### config.mk
export PLATFORM = sky130hd
export DESIGN_NAME = vga_timing_gen_flat
export DESIGN_NICKNAME = d
export VERILOG_FILES = /design/src/rtl/vga_pkg.sv /design/src/rtl/vga_if.sv /design/src/rtl/vga_axis_ctr.sv /design/src/rtl/vga_timing_gen.sv /design/src/flat_wrapper.sv
export SDC_FILE = /design/constraint.sdc
export NUM_CORES = 1
export LEC_CHECK = 0
export CORE_ASPECT_RATIO = 1.4
export CORE_MARGIN = 8
export CORE_UTILIZATION = 35
export DETAILED_ROUTE_END_ITERATION = 7
export RECOVER_POWER = 100
export SLEW_MARGIN = 10
export SYNTH_ARGS = -nofsm -noshare
export SYNTH_HDL_FRONTEND = slang
export SYNTH_SLANG_ARGS = --single-unit
### constraint.sdc
create_clock -name dclk -period 3.7 [get_ports dclk]
set_input_delay 0.555 -clock dclk [delete_from_list [all_inputs] [get_ports dclk]]
set_output_delay 0.555 -clock dclk [all_outputs]
set_load 0.05 [all_outputs]
### src/rtl/vga_pkg.sv
// Shared 640x480@60 raster constants; imported by the timing generator and the
// colour stage.
package vga_pkg;

  localparam int unsigned CW      = 10;
  localparam int unsigned CW_SPAN = 2 ** CW;
  localparam int unsigned FCW     = 8;

  localparam int unsigned H_VIS  = 640;
  localparam int unsigned H_FP   = 16;
  localparam int unsigned H_SYNC = 96;
  localparam int unsigned H_BP   = 48;
  localparam int unsigned H_TOT  = H_VIS + H_FP + H_SYNC + H_BP;

  localparam int unsigned V_VIS  = 480;
  localparam int unsigned V_FP   = 10;
  localparam int unsigned V_SYNC = 2;
  localparam int unsigned V_BP   = 33;
  localparam int unsigned V_TOT  = V_VIS + V_FP + V_SYNC + V_BP;

  localparam logic H_POL = 1'b0;
  localparam logic V_POL = 1'b0;

  typedef logic [CW-1:0] coord_t;

endpackage

### src/rtl/vga_if.sv
// Registered raster outputs handed from the timing generator to the colour stage.
interface vga_if;
  import vga_pkg::*;

  logic           hsync;
  logic           vsync;
  logic           video_on;
  coord_t         hcount;
  coord_t         vcount;
  logic           line_start;
  logic           frame_start;
  logic [FCW-1:0] frame_cnt;

  modport master (
    output hsync, vsync, video_on, hcount, vcount, line_start, frame_start, frame_cnt
  );

  modport slave (
    input hsync, vsync, video_on, hcount, vcount, line_start, frame_start, frame_cnt
  );

endinterface

### src/rtl/vga_axis_ctr.sv
// One raster axis: wrap counter plus combinational sync, visible and edge decode.
module vga_axis_ctr
  import vga_pkg::*;
#(
  parameter int unsigned TOT  = H_TOT,
  parameter int unsigned VIS  = H_VIS,
  parameter int unsigned FP   = H_FP,
  parameter int unsigned SYNC = H_SYNC,
  parameter logic        POL  = H_POL
) (
  input  logic   clk,
  input  logic   rst_n,
  input  logic   inc,
  output coord_t ctr,
  output logic   first,
  output logic   last,
  output logic   sync,
  output logic   vis
);

  localparam coord_t LAST_C  = coord_t'(TOT - 1);
  localparam coord_t SYNC_LO = coord_t'(VIS + FP);
  localparam coord_t SYNC_HI = coord_t'(VIS + FP + SYNC);
  localparam coord_t VIS_END = coord_t'(VIS);

  always_ff @(posedge clk or negedge rst_n) begin
    if (!rst_n) begin
      ctr <= '0;
    end else if (inc) begin
      ctr <= last ? '0 : ctr + 1'b1;
    end
  end

  always_comb begin
    first = (ctr == '0);
    last  = (ctr == LAST_C);
    sync  = (ctr >= SYNC_LO && ctr < SYNC_HI) ? POL : ~POL;
    vis   = (ctr < VIS_END);
  end

endmodule

### src/rtl/vga_timing_gen.sv
// VGA raster timing: two axis counters feeding one aligned output register bank
// plus the completed-frame counter.
module vga_timing_gen #(
  parameter int unsigned H_VIS  = vga_pkg::H_VIS,
  parameter int unsigned H_FP   = vga_pkg::H_FP,
  parameter int unsigned H_SYNC = vga_pkg::H_SYNC,
  parameter int unsigned H_BP   = vga_pkg::H_BP,
  parameter int unsigned V_VIS  = vga_pkg::V_VIS,
  parameter int unsigned V_FP   = vga_pkg::V_FP,
  parameter int unsigned V_SYNC = vga_pkg::V_SYNC,
  parameter int unsigned V_BP   = vga_pkg::V_BP,
  parameter logic        H_POL  = vga_pkg::H_POL,
  parameter logic        V_POL  = vga_pkg::V_POL
) (
  input  logic  dclk,
  input  logic  clr,
  input  logic  ce,
  vga_if.master vid
);

  localparam int unsigned H_TOTAL = H_VIS + H_FP + H_SYNC + H_BP;
  localparam int unsigned V_TOTAL = V_VIS + V_FP + V_SYNC + V_BP;

  import vga_pkg::*;

  if (H_TOTAL > CW_SPAN || V_TOTAL > CW_SPAN) begin : g_tot_check
    $error("vga_timing_gen: line or frame total exceeds the coordinate range");
  end

  coord_t h_ctr, v_ctr;
  logic   h_first, h_last, h_sync, h_vis;
  logic   v_first, v_last, v_sync, v_vis;
  logic   frame_done;

  vga_axis_ctr #(
    .TOT(H_TOTAL), .VIS(H_VIS), .FP(H_FP), .SYNC(H_SYNC), .POL(H_POL)
  ) u_h (
    .clk(dclk), .rst_n(clr), .inc(ce),
    .ctr(h_ctr), .first(h_first), .last(h_last), .sync(h_sync), .vis(h_vis)
  );

  vga_axis_ctr #(
    .TOT(V_TOTAL), .VIS(V_VIS), .FP(V_FP), .SYNC(V_SYNC), .POL(V_POL)
  ) u_v (
    .clk(dclk), .rst_n(clr), .inc(ce & h_last),
    .ctr(v_ctr), .first(v_first), .last(v_last), .sync(v_sync), .vis(v_vis)
  );

  // frame_done marks that the last pixel of a frame has been emitted, so the
  // very first frame after reset never bumps frame_cnt.
  always_ff @(posedge dclk or negedge clr) begin
    if (!clr) begin
      vid.hcount      <= '0;
      vid.vcount      <= '0;
      vid.hsync       <= ~H_POL;
      vid.vsync       <= ~V_POL;
      vid.video_on    <= 1'b0;
      vid.line_start  <= 1'b0;
      vid.frame_start <= 1'b0;
      vid.frame_cnt   <= '0;
      frame_done      <= 1'b0;
    end else if (ce) begin
      vid.hcount      <= h_ctr;
      vid.vcount      <= v_ctr;
      vid.hsync       <= h_sync;
      vid.vsync       <= v_sync;
      vid.video_on    <= h_vis & v_vis;
      vid.line_start  <= h_first;
      vid.frame_start <= h_first & v_first;
      if (h_first && v_first) begin
        if (frame_done) begin
          vid.frame_cnt <= vid.frame_cnt + 1'b1;
        end
        frame_done <= 1'b0;
      end else if (h_last && v_last) begin
        frame_done <= 1'b1;
      end
    end
  end

endmodule

### src/flat_wrapper.sv
// flat-port wrapper written by rule: the top's interface ports become plain ports
module vga_timing_gen_flat import vga_pkg::*;
#(
  parameter int unsigned H_VIS  = vga_pkg::H_VIS,
  parameter int unsigned H_FP   = vga_pkg::H_FP,
  parameter int unsigned H_SYNC = vga_pkg::H_SYNC,
  parameter int unsigned H_BP   = vga_pkg::H_BP,
  parameter int unsigned V_VIS  = vga_pkg::V_VIS,
  parameter int unsigned V_FP   = vga_pkg::V_FP,
  parameter int unsigned V_SYNC = vga_pkg::V_SYNC,
  parameter int unsigned V_BP   = vga_pkg::V_BP,
  parameter logic        H_POL  = vga_pkg::H_POL,
  parameter logic        V_POL  = vga_pkg::V_POL
)
  (dclk, clr, ce, vid_hsync, vid_vsync, vid_video_on, vid_hcount, vid_vcount, vid_line_start, vid_frame_start, vid_frame_cnt);
  vga_if vid_i ();
  input  logic dclk;
  input  logic clr;
  input  logic ce;
  output wire logic [$bits(vid_i.hsync)-1:0] vid_hsync;
  output wire logic [$bits(vid_i.vsync)-1:0] vid_vsync;
  output wire logic [$bits(vid_i.video_on)-1:0] vid_video_on;
  output wire logic [$bits(vid_i.hcount)-1:0] vid_hcount;
  output wire logic [$bits(vid_i.vcount)-1:0] vid_vcount;
  output wire logic [$bits(vid_i.line_start)-1:0] vid_line_start;
  output wire logic [$bits(vid_i.frame_start)-1:0] vid_frame_start;
  output wire logic [$bits(vid_i.frame_cnt)-1:0] vid_frame_cnt;
  assign vid_hsync = vid_i.hsync;
  assign vid_vsync = vid_i.vsync;
  assign vid_video_on = vid_i.video_on;
  assign vid_hcount = vid_i.hcount;
  assign vid_vcount = vid_i.vcount;
  assign vid_line_start = vid_i.line_start;
  assign vid_frame_start = vid_i.frame_start;
  assign vid_frame_cnt = vid_i.frame_cnt;
  vga_timing_gen #(.H_VIS(H_VIS), .H_FP(H_FP), .H_SYNC(H_SYNC), .H_BP(H_BP), .V_VIS(V_VIS), .V_FP(V_FP), .V_SYNC(V_SYNC), .V_BP(V_BP), .H_POL(H_POL), .V_POL(V_POL)) u_core (.dclk(dclk), .clr(clr), .ce(ce), .vid(vid_i));
endmodule
Word level (Yosys, flattened, before mapping)
Cells that the tools add are included.
{ "op_classes": {"n_eq_ne": 2, "magnitude_cmp": 6, "addsub": 3, "n_bitwise": 3, "n_mux": 6, "n_reduce_logical": 9} }
{ "ops": {"columns": ["operator", "n"], "rows": [
  ["adder 10 x 1 -> 10 bit (second input constant)", 2],
  ["equality test 10 bit (second input constant)", 2],
  ["logical NOT 10 bit", 2],
  ["< comparator 10 bit (second input constant)", 2],
  ["< comparator 10 x 9 -> 1 bit (second input constant)", 2],
  ["2-to-1 mux 10 bit", 2],
  ["greater-or-equal comparator 10 bit (second input constant)", 1],
  ["greater-or-equal comparator 10 x 9 -> 1 bit (second input constant)", 1],
  ["adder 8 x 1 -> 8 bit (second input constant)", 1],
  ["logical AND 1 bit", 4],
  ["2-to-1 mux 1 bit", 4],
  ["bitwise AND 1 bit", 3],
  ["AND reduction 3 bit", 1],
  ["AND reduction 2 bit", 1],
  ["nonzero test 2 bit", 1]
]} }
{ "totals": {"out_inout_bits": 33, "ff_bits": 54, "wordCells": 40, "input_bits": 3} }

Logic depth before layout (Yosys ltp)
Gate-level depths: netlist (run 1).
{ "logic_depth": {"depth_word": 4, "ltp_mapped": 7, "depth_no_buf": 6} }

By module
From an unflattened synthesis (run 1), not the netlist that was laid out.
{ "hier_totals": {"hier_cells": 220, "area_unflattened_um2": 2546.2} }
{ "by_module_without_submodules": {"columns": ["module", "area_each_um2", "seq_area_each_um2", "n_inst", "cells_each"], "rows": [
  ["vga_timing_gen", 1361.3, 853.3, 1, 91],
  ["vga_axis_ctr (u_core.u_v)", 604.3, 250.2, 1, 66],
  ["vga_axis_ctr (u_core.u_h)", 580.6, 250.2, 1, 63]
]} }

Least setup slack after synthesis (run 1)
Ideal clock, no wire load.
{ "synth_path": {"path_kind": "input port to flip-flop", "start": "input port ce", "end": "register u_core.vid.frame_cnt[1]", "cell_stages": 5, "arrival_time_ns": 1.765, "required_ns": 3.575, "n_path_buf": 1, "path_slack_ns": 1.811, "setup_time_ns": 0.125, "path_cell_list": "buf_2 > nor4bb_1 > nand3_1 > nor2_1 > mux2_2"} }
{ "synth_via": {"elab_chain_cells": 1} }
{ "synth_lines": {"columns": ["element", "line", "text"], "rows": [
  ["from (decl)", "flat_wrapper.sv:19", "input logic ce;"],
  ["AND reduction 3 bit (no source line)", null, null],
  ["to (signal assigned)", "vga_timing_gen.sv:72", "vid.frame_cnt <= vid.frame_cnt + 1'b1;"],
  ["to (decl)", "vga_if.sv:15", "output hsync, vsync, video_on, hcount, vcount, line_start, frame_start, frame_cnt"]
]} }
No other way between the ends.
A chain may end at the register's enable or synchronous reset.

Worst setup path after layout (run 1)
{ "layout_path": {"start": "input port ce", "end": "register u_core.u_v.ctr[4]"} }
{ "layout_via": {"elab_chain_cells": 1} }
{ "layout_lines": {"columns": ["element", "line", "text"], "rows": [
  ["bitwise AND 1 bit", "vga_timing_gen.sv:45", ".clk(dclk), .rst_n(clr), .inc(ce & h_last),"],
  ["to (signal assigned)", "vga_axis_ctr.sv:30", "ctr <= last ? '0 : ctr + 1'b1;"],
  ["to (decl)", "vga_axis_ctr.sv:14", "output coord_t ctr,"]
]} }
No other way between the ends.

==> results of run 1 <==
layer usage:
layer	GRT usage, %	routed length [µm]
met1	12.8	2230
met2	19.5	2710
met3	2.34	198
met4	6.11	108
met5	0	0
synth_stat cells:
cell                       count
sky130_fd_sc_hd__clkbuf_1      4
sky130_fd_sc_hd__nor3_1       12
sky130_fd_sc_hd__or3_1         1
sky130_fd_sc_hd__nor2b_1       2
sky130_fd_sc_hd__a22o_1        3
sky130_fd_sc_hd__mux2_2       21
sky130_fd_sc_hd__dfrtp_1      52
sky130_fd_sc_hd__nand3b_1      1
sky130_fd_sc_hd__a21o_1        1
sky130_fd_sc_hd__a41oi_1       1
sky130_fd_sc_hd__or3_4         1
sky130_fd_sc_hd__a21oi_1       3
sky130_fd_sc_hd__o21ai_0      10
sky130_fd_sc_hd__o21a_1        1
sky130_fd_sc_hd__and3_1       10
sky130_fd_sc_hd__a31o_2        1
sky130_fd_sc_hd__nor2_1       13
sky130_fd_sc_hd__or3b_1        1
sky130_fd_sc_hd__ha_1          6
sky130_fd_sc_hd__buf_4         1
sky130_fd_sc_hd__inv_1         7
sky130_fd_sc_hd__and4_1        1
sky130_fd_sc_hd__nand2_1      12
sky130_fd_sc_hd__a31oi_1       1
sky130_fd_sc_hd__buf_2         1
sky130_fd_sc_hd__nor4_4        1
sky130_fd_sc_hd__mux2_1        3
sky130_fd_sc_hd__nand3_1       8
sky130_fd_sc_hd__nor4_1        5
sky130_fd_sc_hd__buf_1         3
sky130_fd_sc_hd__a32o_1        3
sky130_fd_sc_hd__xnor2_1       6
sky130_fd_sc_hd__buf_6         1
sky130_fd_sc_hd__dfstp_2       2
sky130_fd_sc_hd__xor2_1        7
sky130_fd_sc_hd__nand4_1       9
sky130_fd_sc_hd__nor4bb_1      1
sky130_fd_sc_hd__o21ai_1       1
sky130_fd_sc_hd__nor4b_1       1
sky130_fd_sc_hd__o22ai_1       1
through the flow:
| step | utilization, % | cell area [µm²] | worst slack, ns | instances | hold WS [ns] |
|---|---|---|---|---|---|
| after floorplan | - | 2500 | 1.81 | 219 | 0.259 |
| after global placement | 42.4 | 2940 | 1.18 | 343 | 0.459 |
| after detailed placement | 42.4 | 2940 | 1.14 | 343 | 0.462 |
| after CTS | 44.1 | 3060 | 1.47 | 351 | 0.305 |
| after global routing | 43.8 | 3040 | 0.728 | 351 | 0.495 |
| final | 43.8 | 3040 | 0.940 | 351 | 0.471 |
power by group through the flow:
stage	registers [µW]	clock network (µW)	logic, µW
after floorplan	805	0	129
after global placement	723	0	321
after detailed placement	725	0	323
after CTS	714	411	324
after global routing	723	435	326
final	711	394	305
kinds of logic after synthesis:
group	count (synthesis)	share of synthesized area, %
simple gates	79	17.6
fa+ha+maj	6	3.00
compound gates	26	6.86
xor+xnor	13	4.55
buf+inv	17	3.05
mux	24	10.8
flops	54	54.2
final timing paths:
check	endpoint	slack [ns]	cells past startpoint
setup / recovery	u_core.u_v.ctr[4]$_DFFE_PN0P_	0.94	7
min in group asynchronous	u_core.vid.hcount[5]$_DFFE_PN0P_	0.69	1
max in group asynchronous	u_core.frame_done$_DFFE_PN0P_	1.87	2
hold reg to reg	u_core.vid.frame_cnt[7]$_DFFE_PN0P_	0.47	1
setup reg to reg	u_core.u_v.ctr[4]$_DFFE_PN0P_	1.69	5
hold / removal	u_core.vid.frame_cnt[7]$_DFFE_PN0P_	0.47	1
area by class of cell:
| class | instances | share of cell area [%] |
|---|---|---|
| multi-input combinational | 148 | 34.7 |
| clock inverter | 3 | 1.48 |
| clock buffer | 5 | 2.27 |
| tap | 95 | 3.91 |
| inverter | 7 | 0.865 |
| sequential | 54 | 44.6 |
| timing repair buffer | 39 | 12.2 |
cell usage in the layout, fill, tap and decap left out, types with 2 or more instances in the layout:
cell,netlist,layout
sky130_fd_sc_hd__nand4_1,9,9
sky130_fd_sc_hd__a22o_1,3,3
sky130_fd_sc_hd__nand3_1,8,8
sky130_fd_sc_hd__nand2_1,12,12
sky130_fd_sc_hd__inv_1,7,7
sky130_fd_sc_hd__clkinvlp_4,0,2
sky130_fd_sc_hd__nor4_1,5,6
sky130_fd_sc_hd__mux2_1,3,3
sky130_fd_sc_hd__xor2_1,7,7
sky130_fd_sc_hd__o21ai_0,10,11
sky130_fd_sc_hd__mux2_2,21,21
sky130_fd_sc_hd__nor3_1,12,12
sky130_fd_sc_hd__dfstp_2,2,2
sky130_fd_sc_hd__nor2b_1,2,2
sky130_fd_sc_hd__xnor2_1,6,6
sky130_fd_sc_hd__nor2_1,13,13
sky130_fd_sc_hd__and3_1,10,10
sky130_fd_sc_hd__a32o_1,3,3
sky130_fd_sc_hd__clkbuf_8,0,5
sky130_fd_sc_hd__buf_4,1,3
sky130_fd_sc_hd__clkbuf_1,4,2
sky130_fd_sc_hd__dlygate4sd3_1,0,33
sky130_fd_sc_hd__dfrtp_1,52,52
sky130_fd_sc_hd__ha_1,6,6
sky130_fd_sc_hd__a21oi_1,3,3
state kept, by name, summed over array words and instances (netlist names):
signal,cells
u_core.frame_done,1
u_core.vid.frame_cnt,8
u_core.vid.vcount,10
u_core.vid.hsync,1
u_core.vid.vsync,1
u_core.vid.hcount,10
u_core.vid.frame_start,1
u_core.u_h.ctr,10
u_core.vid.video_on,1
u_core.u_v.ctr,10
u_core.vid.line_start,1
worst reg2reg max path, cell delays in order, from the launching register on:
cell and delay (ns):
sky130_fd_sc_hd__dfrtp_1 0.48, sky130_fd_sc_hd__or3_4 0.44, sky130_fd_sc_hd__nor4_1 0.27, sky130_fd_sc_hd__buf_4 0.26
sky130_fd_sc_hd__nand4_1 0.13, sky130_fd_sc_hd__mux2_1 0.32
==> parameters.txt, run 1 <==
Parameter                              Value

Power and ir drop
  Int Power ... 955 µW
  Worst IR drop on VDD ... 0.000213 V
  P per Cell Area ... around 460 nW/µm²
  Final Power ... 1410 µW
  Sequential fraction of design power ... slightly above 50%
  Proportion of power drawn by the clock network ... roughly 28%
  Static leakage ... 0.00144 µW
  Switch share ... approximately a third
  Combinational Power Share ... between 20% and 30%
  Power dissipated by switching net loads ... roughly 450 µW

CTS
  Maximum clock insertion buffer count ... 2
  Root buffer selected by CTS ... sky130_fd_sc_hd__clkbuf_8
  CTS resizes ... 0
  Number of buffers added by the clock tree synthesis step ... 5
  Maximum level of the CTS H-tree ... 2
  Clk Latency, worst-skew pair ... 0.31 ns
  CTS tree ... yes
  CTS clock-pin slew for the worst setup and hold paths ... ~0.09 ns
  Hold Buf Count CTS ... 0
  Clock sink count ... 54
  Buffers inserted by post-CTS timing repair ... 0

Route
  Initial detailed-routing violation count ... 58
  Overall via count from detail_route ... around 1800
  Detailed-route vias per instance ... 5.09
  Pre-Repair DR Iteration Count ... 4
  Detail Route Antenna Nets ... 0
  Remaining design rule violation count ... 0
  Routed WL per cell ... around 15 µm
  Total wirelength of the detailed-routed design ... 5240 µm

Critical path
  Data arrival time of the critical path ... between 2 and 3 ns
  Worst Setup Path Type ... primary input to flip-flop
  Ordered list of cells on the worst path ... clkdlybuf4s50_1, clkbuf_1, inv_1, nor4_1, buf_4, nand4_1, mux2_1
  Number of buffer and inverter instances along the worst setup path ... 4
  Dominant delay contributor by cell family on the critical path ... buffers and inverters
  Endpoint kind of the worst setup timing path ... flip-flop
  Slowest cell delay on critical path ... between 0.6 and 0.7 ns
  Top fanout value on the critical path ... 18
  Critical path required time ... approximately 3.9 ns
  Slowest cell on the critical path ... sky130_fd_sc_hd__clkbuf_1
  Start point of the critical path ... ce
  R2R Path Start ... u_core.u_h.ctr[6]$_DFFE_PN0P_
  Worst setup SP type ... primary input

Synthesis
  Warnings, synthesis ... 0
  Synth top area share ... approximately 52%
  Largest cells by area after synthesis ... sky130_fd_sc_hd__dfrtp_1 52%, sky130_fd_sc_hd__mux2_2 9.5%, sky130_fd_sc_hd__ha_1 3.0%
  Synth Area per Inst ... 11.4 µm²
  Net Count, Synth ... about 230
  Instance count of the mapped netlist ... ~220
  Number of distinct standard cells referenced by the synthesized netlist ... 40
  Sequential area share after synthesis ... between 50 and 60%
  Synthesis-stage register bit count ... 54
  Post-synthesis instance area ... around 2500 µm²
  Post-synth top area cell ... sky130_fd_sc_hd__dfrtp_1

Run status
  Violations in the final reports ... capacitance limit, slew limit
  Status ... complete, but fails checks

Cells and area
  Number of filler cells placed in the layout ... roughly 700
  Layout cell share with drive strength beyond 1 ... between 10% and 20%
  Area added between synthesis and finish ... 21.5%
  FF+latch area ... 1350 µm²
  Area occupied by multi-input gates ... around 1100 µm²
  Post-layout nets ... roughly 260
  Number of diodes added for antenna fixing ... 0

GRT
  Largest net degree at the start of global routing ... 33
  Wire length of the first global-routing pass ... around 9000 µm
  Initial antenna violation count ... 0
  Total grt overflow ... 0
  Number of global-route vias before repair ... roughly 1800
  Total track usage ... between 10% and 20%

STA
  Final setup viols ... 0
  Highest clock frequency the design can meet ... approximately 0.36 GHz
  Clock Skew ... 0.00748 ns
  Max-slew violation count ... 33
  Worst-case headroom to the max-slew limit ... -16.0%
  Shortest period the worst path allows ... about 2.8 ns
  Final worst-path cycle share ... 74.6%
  Total negative setup slack ... 0 ns
  Fin. Hold Viols ... 0
  Unrepaired setup endpoints after global routing ... false
  Transition time at the pin with the least slew margin ... between 1.5 and 2 ns

Floorplanning
  Row Count ... 36
  Die Outline Area ... a little over 10000 µm²
  Core Region ... approximately 7000 µm²
  Initial Util ... approximately 36%
  I/O pin total ... 36
  Die span in y ... about 120 µm
  Chip width ... between 80 and 90 µm

Min path
  Hold Crit Start ... u_core.vid.frame_cnt[7]$_DFFE_PN0P_
  Type of the tightest min-delay check ... flip-flop to flip-flop

Job
  Count of maximum capacitance violations ... 1

Placement
  HPWL reported at the end of detailed placement ... approximately 3800 µm
  Count of input and output buffers ... 35
  Global placer's final weighted congestion ... around 0.79
(Power assumes the default switching activity.)
==> run 2: changes to the inputs <==
==> constraint.sdc (replaced) <==
create_clock -name dclk -period 2.65 [get_ports dclk]
set_input_delay 0.3975 -clock dclk [delete_from_list [all_inputs] [get_ports dclk]]
set_output_delay 0.3975 -clock dclk [all_outputs]
set_load 0.05 [all_outputs]
==> parameters.txt, run 2 (synthesized netlist as in run 1, its figures left out) <==
Parameter                              Value

Run status
  Status ... complete, no violations

STA
  Clock Skew ... between 0.007 and 0.008 ns
  Max-slew violation count ... 0
  Highest clock frequency the design can meet ... 0.462 GHz
  Unrepaired setup endpoints after global routing ... false
  Shortest period the worst path allows ... 2.17 ns
  Total negative setup slack ... 0 ns
  Final worst-path cycle share ... between 80 and 90%
  Fin. Hold Viols ... 0
  Transition time at the pin with the least slew margin ... 1.34 ns
  Final setup viols ... 0
  Worst-case headroom to the max-slew limit ... a little over a tenth

Cells and area
  Number of diodes added for antenna fixing ... 0
  Fraction of the core area covered by cells at the end of the flow ... a little over two fifths
  Most common cell after layout, fill and taps aside ... sky130_fd_sc_hd__dfrtp_1
  Design Area, Final ... approximately 3000 µm²
  Post-layout nets ... around 260
  Area added between synthesis and finish ... 21.1%
  Top library cells by usage in the layout, fill and taps aside ... 52 x sky130_fd_sc_hd__dfrtp_1, 34 x sky130_fd_sc_hd__dlygate4sd3_1, 21 x sky130_fd_sc_hd__mux2_2
  Finished Layout Cells ... 351
  Layout cell share with drive strength beyond 1 ... 14.1%

CTS
  Hold Buf Count CTS ... 0
  Clock sink count ... 54
  Number of buffers added by the clock tree synthesis step ... 5
  Maximum clock insertion buffer count ... 2
  CTS tree ... yes
  CTS clock-pin slew for the worst setup and hold paths ... roughly 0.090 ns
  CTS resizes ... 0
  Clk Latency, worst-skew pair ... about 0.32 ns
  Buffers inserted by post-CTS timing repair ... 0
  Root buffer selected by CTS ... sky130_fd_sc_hd__clkbuf_8
  Maximum level of the CTS H-tree ... 2

Floorplanning
  Row Count ... 36
  I/O pin total ... 36
  Die span in y ... ~120 µm
  Initial Util ... 36.0%
  Die Outline Area ... between 10000 and 15000 µm²
  Core Region ... just under 7000 µm²
  Chip width ... 87.4 µm

Placement
  HPWL reported at the end of detailed placement ... 3760 µm
  Placed cell count ... 343
  Post-detailed-placement cell area ... just under 3000 µm²
  Count of input and output buffers ... 35
  Global placer's final weighted congestion ... approximately 0.8

Critical path
  Top fanout value on the critical path ... 17
  Critical path required time ... ~2.9 ns
  Ordered list of cells on the worst path ... or3_1, nor4_1, buf_4, nand4_1, mux2_1
  Slowest cell on the critical path ... sky130_fd_sc_hd__dfrtp_1
  Cell count of the worst reg-to-reg path ... 5
  Reg2Reg Setup Slack ... a little under 0.5 ns
  Number of buffer and inverter instances along the worst setup path ... 1
  Worst setup SP type ... flip-flop
  Endpoint kind of the worst setup timing path ... flip-flop
  Slowest cell delay on critical path ... approximately 0.48 ns
  Worst Setup Path Type ... flip-flop to flip-flop
  Worst r2r dst ... u_core.u_v.ctr[8]$_DFFE_PN0P_
  R2R Path Start ... u_core.u_h.ctr[6]$_DFFE_PN0P_
  Dominant delay contributor by cell family on the critical path ... simple AND/OR/NAND/NOR gates
  Data arrival time of the critical path ... between 2 and 2.5 ns

GRT
  Initial antenna violation count ... 0
  Largest net degree at the start of global routing ... between 50 and 60
  Total grt overflow ... 0
  Number of global-route vias before repair ... 1778
  Total track usage ... approximately 11%
  Wire length of the first global-routing pass ... around 8800 µm

Power and ir drop
  Worst IR drop on VDD ... between 0.0002 and 0.0003 V
  Int Power ... between 1000 and 1500 µW
  Proportion of power drawn by the clock network ... around 28%
  Switch share ... around 32%
  Combinational Power Share ... between 20% and 30%
  P per Cell Area ... roughly 650 nW/µm²
  Sequential fraction of design power ... around 51%
  Power dissipated by switching net loads ... approximately 640 µW
  Static leakage ... 0.00145 µW

Route
  Detailed-route vias per instance ... ~5.1
  Overall via count from detail_route ... about 1800
  Remaining design rule violation count ... 0
  Total wirelength of the detailed-routed design ... ~5300 µm
  Initial detailed-routing violation count ... between 90 and 100
  Pre-Repair DR Iteration Count ... 4
  Detail Route Antenna Nets ... 0
  Routed WL per cell ... between 10 and 15 µm

Min path
  Type of the tightest min-delay check ... primary input to async pin

Job
  Count of maximum capacitance violations ... 0
## run 2: power groups by stage
stage          logic (µW)  registers [µW]  clock network (µW)
3_5_place_dp          448            1010                   0
4_1_cts               449             994                 574
5_1_grt               450            1010                 602
2_1_floorplan         180            1120                   0
3_3_place_gp          444            1010                   0
6_report              419             991                 554
## run 2: how the worst max path moves through the flow
stage	start	endpoint	cells past startpoint
after global routing	u_core.u_h.ctr[6]$_DFFE_PN0P_	u_core.u_v.ctr[4]$_DFFE_PN0P_	5
final	u_core.u_h.ctr[6]$_DFFE_PN0P_	u_core.u_v.ctr[8]$_DFFE_PN0P_	5
after floorplan	u_core.u_h.ctr[6]$_DFFE_PN0P_	u_core.u_v.ctr[8]$_DFFE_PN0P_	5
after CTS	u_core.vid.vsync$_DFFE_PN1P_	vid_vsync	1
after global placement	ce	u_core.u_h.ctr[9]$_DFFE_PN0P_	6
after detailed placement	ce	u_core.vid.frame_cnt[1]$_DFFE_PN0P_	5
## run 2: through the flow
step | hold WS, ns | setup slack, ns | power, µW
floorplan | 0.102 | 0.798 | 1300
detailed placement | 0.464 | 0.364 | 1460
CTS | 0.221 | 0.573 | 2020
global placement | 0.459 | 0.352 | 1450
finish | 0.457 | 0.483 | 1960
global route | 0.487 | 0.354 | 2060
## run 2: final cells by class
type                            count  area, µm²
Timing Repair Buffer               39        369
Tap cell                           95        119
Clock inverter                      3       40.0
Clock buffer                        5       68.8
Inverter                            7       26.3
Multi-Input combinational cell    148       1050
Sequential cell                    54       1350
Fill cell                         690       3910
## run 2: metal layers
layer	GRT usage [%]	vias to the layer above	share of wire, %
met1	12.5	878	43
met3	2.70	7	4.4
met2	19.2	32	51
li1	-	863	-
met4	5.53	0	2.0
met5	0	-	0
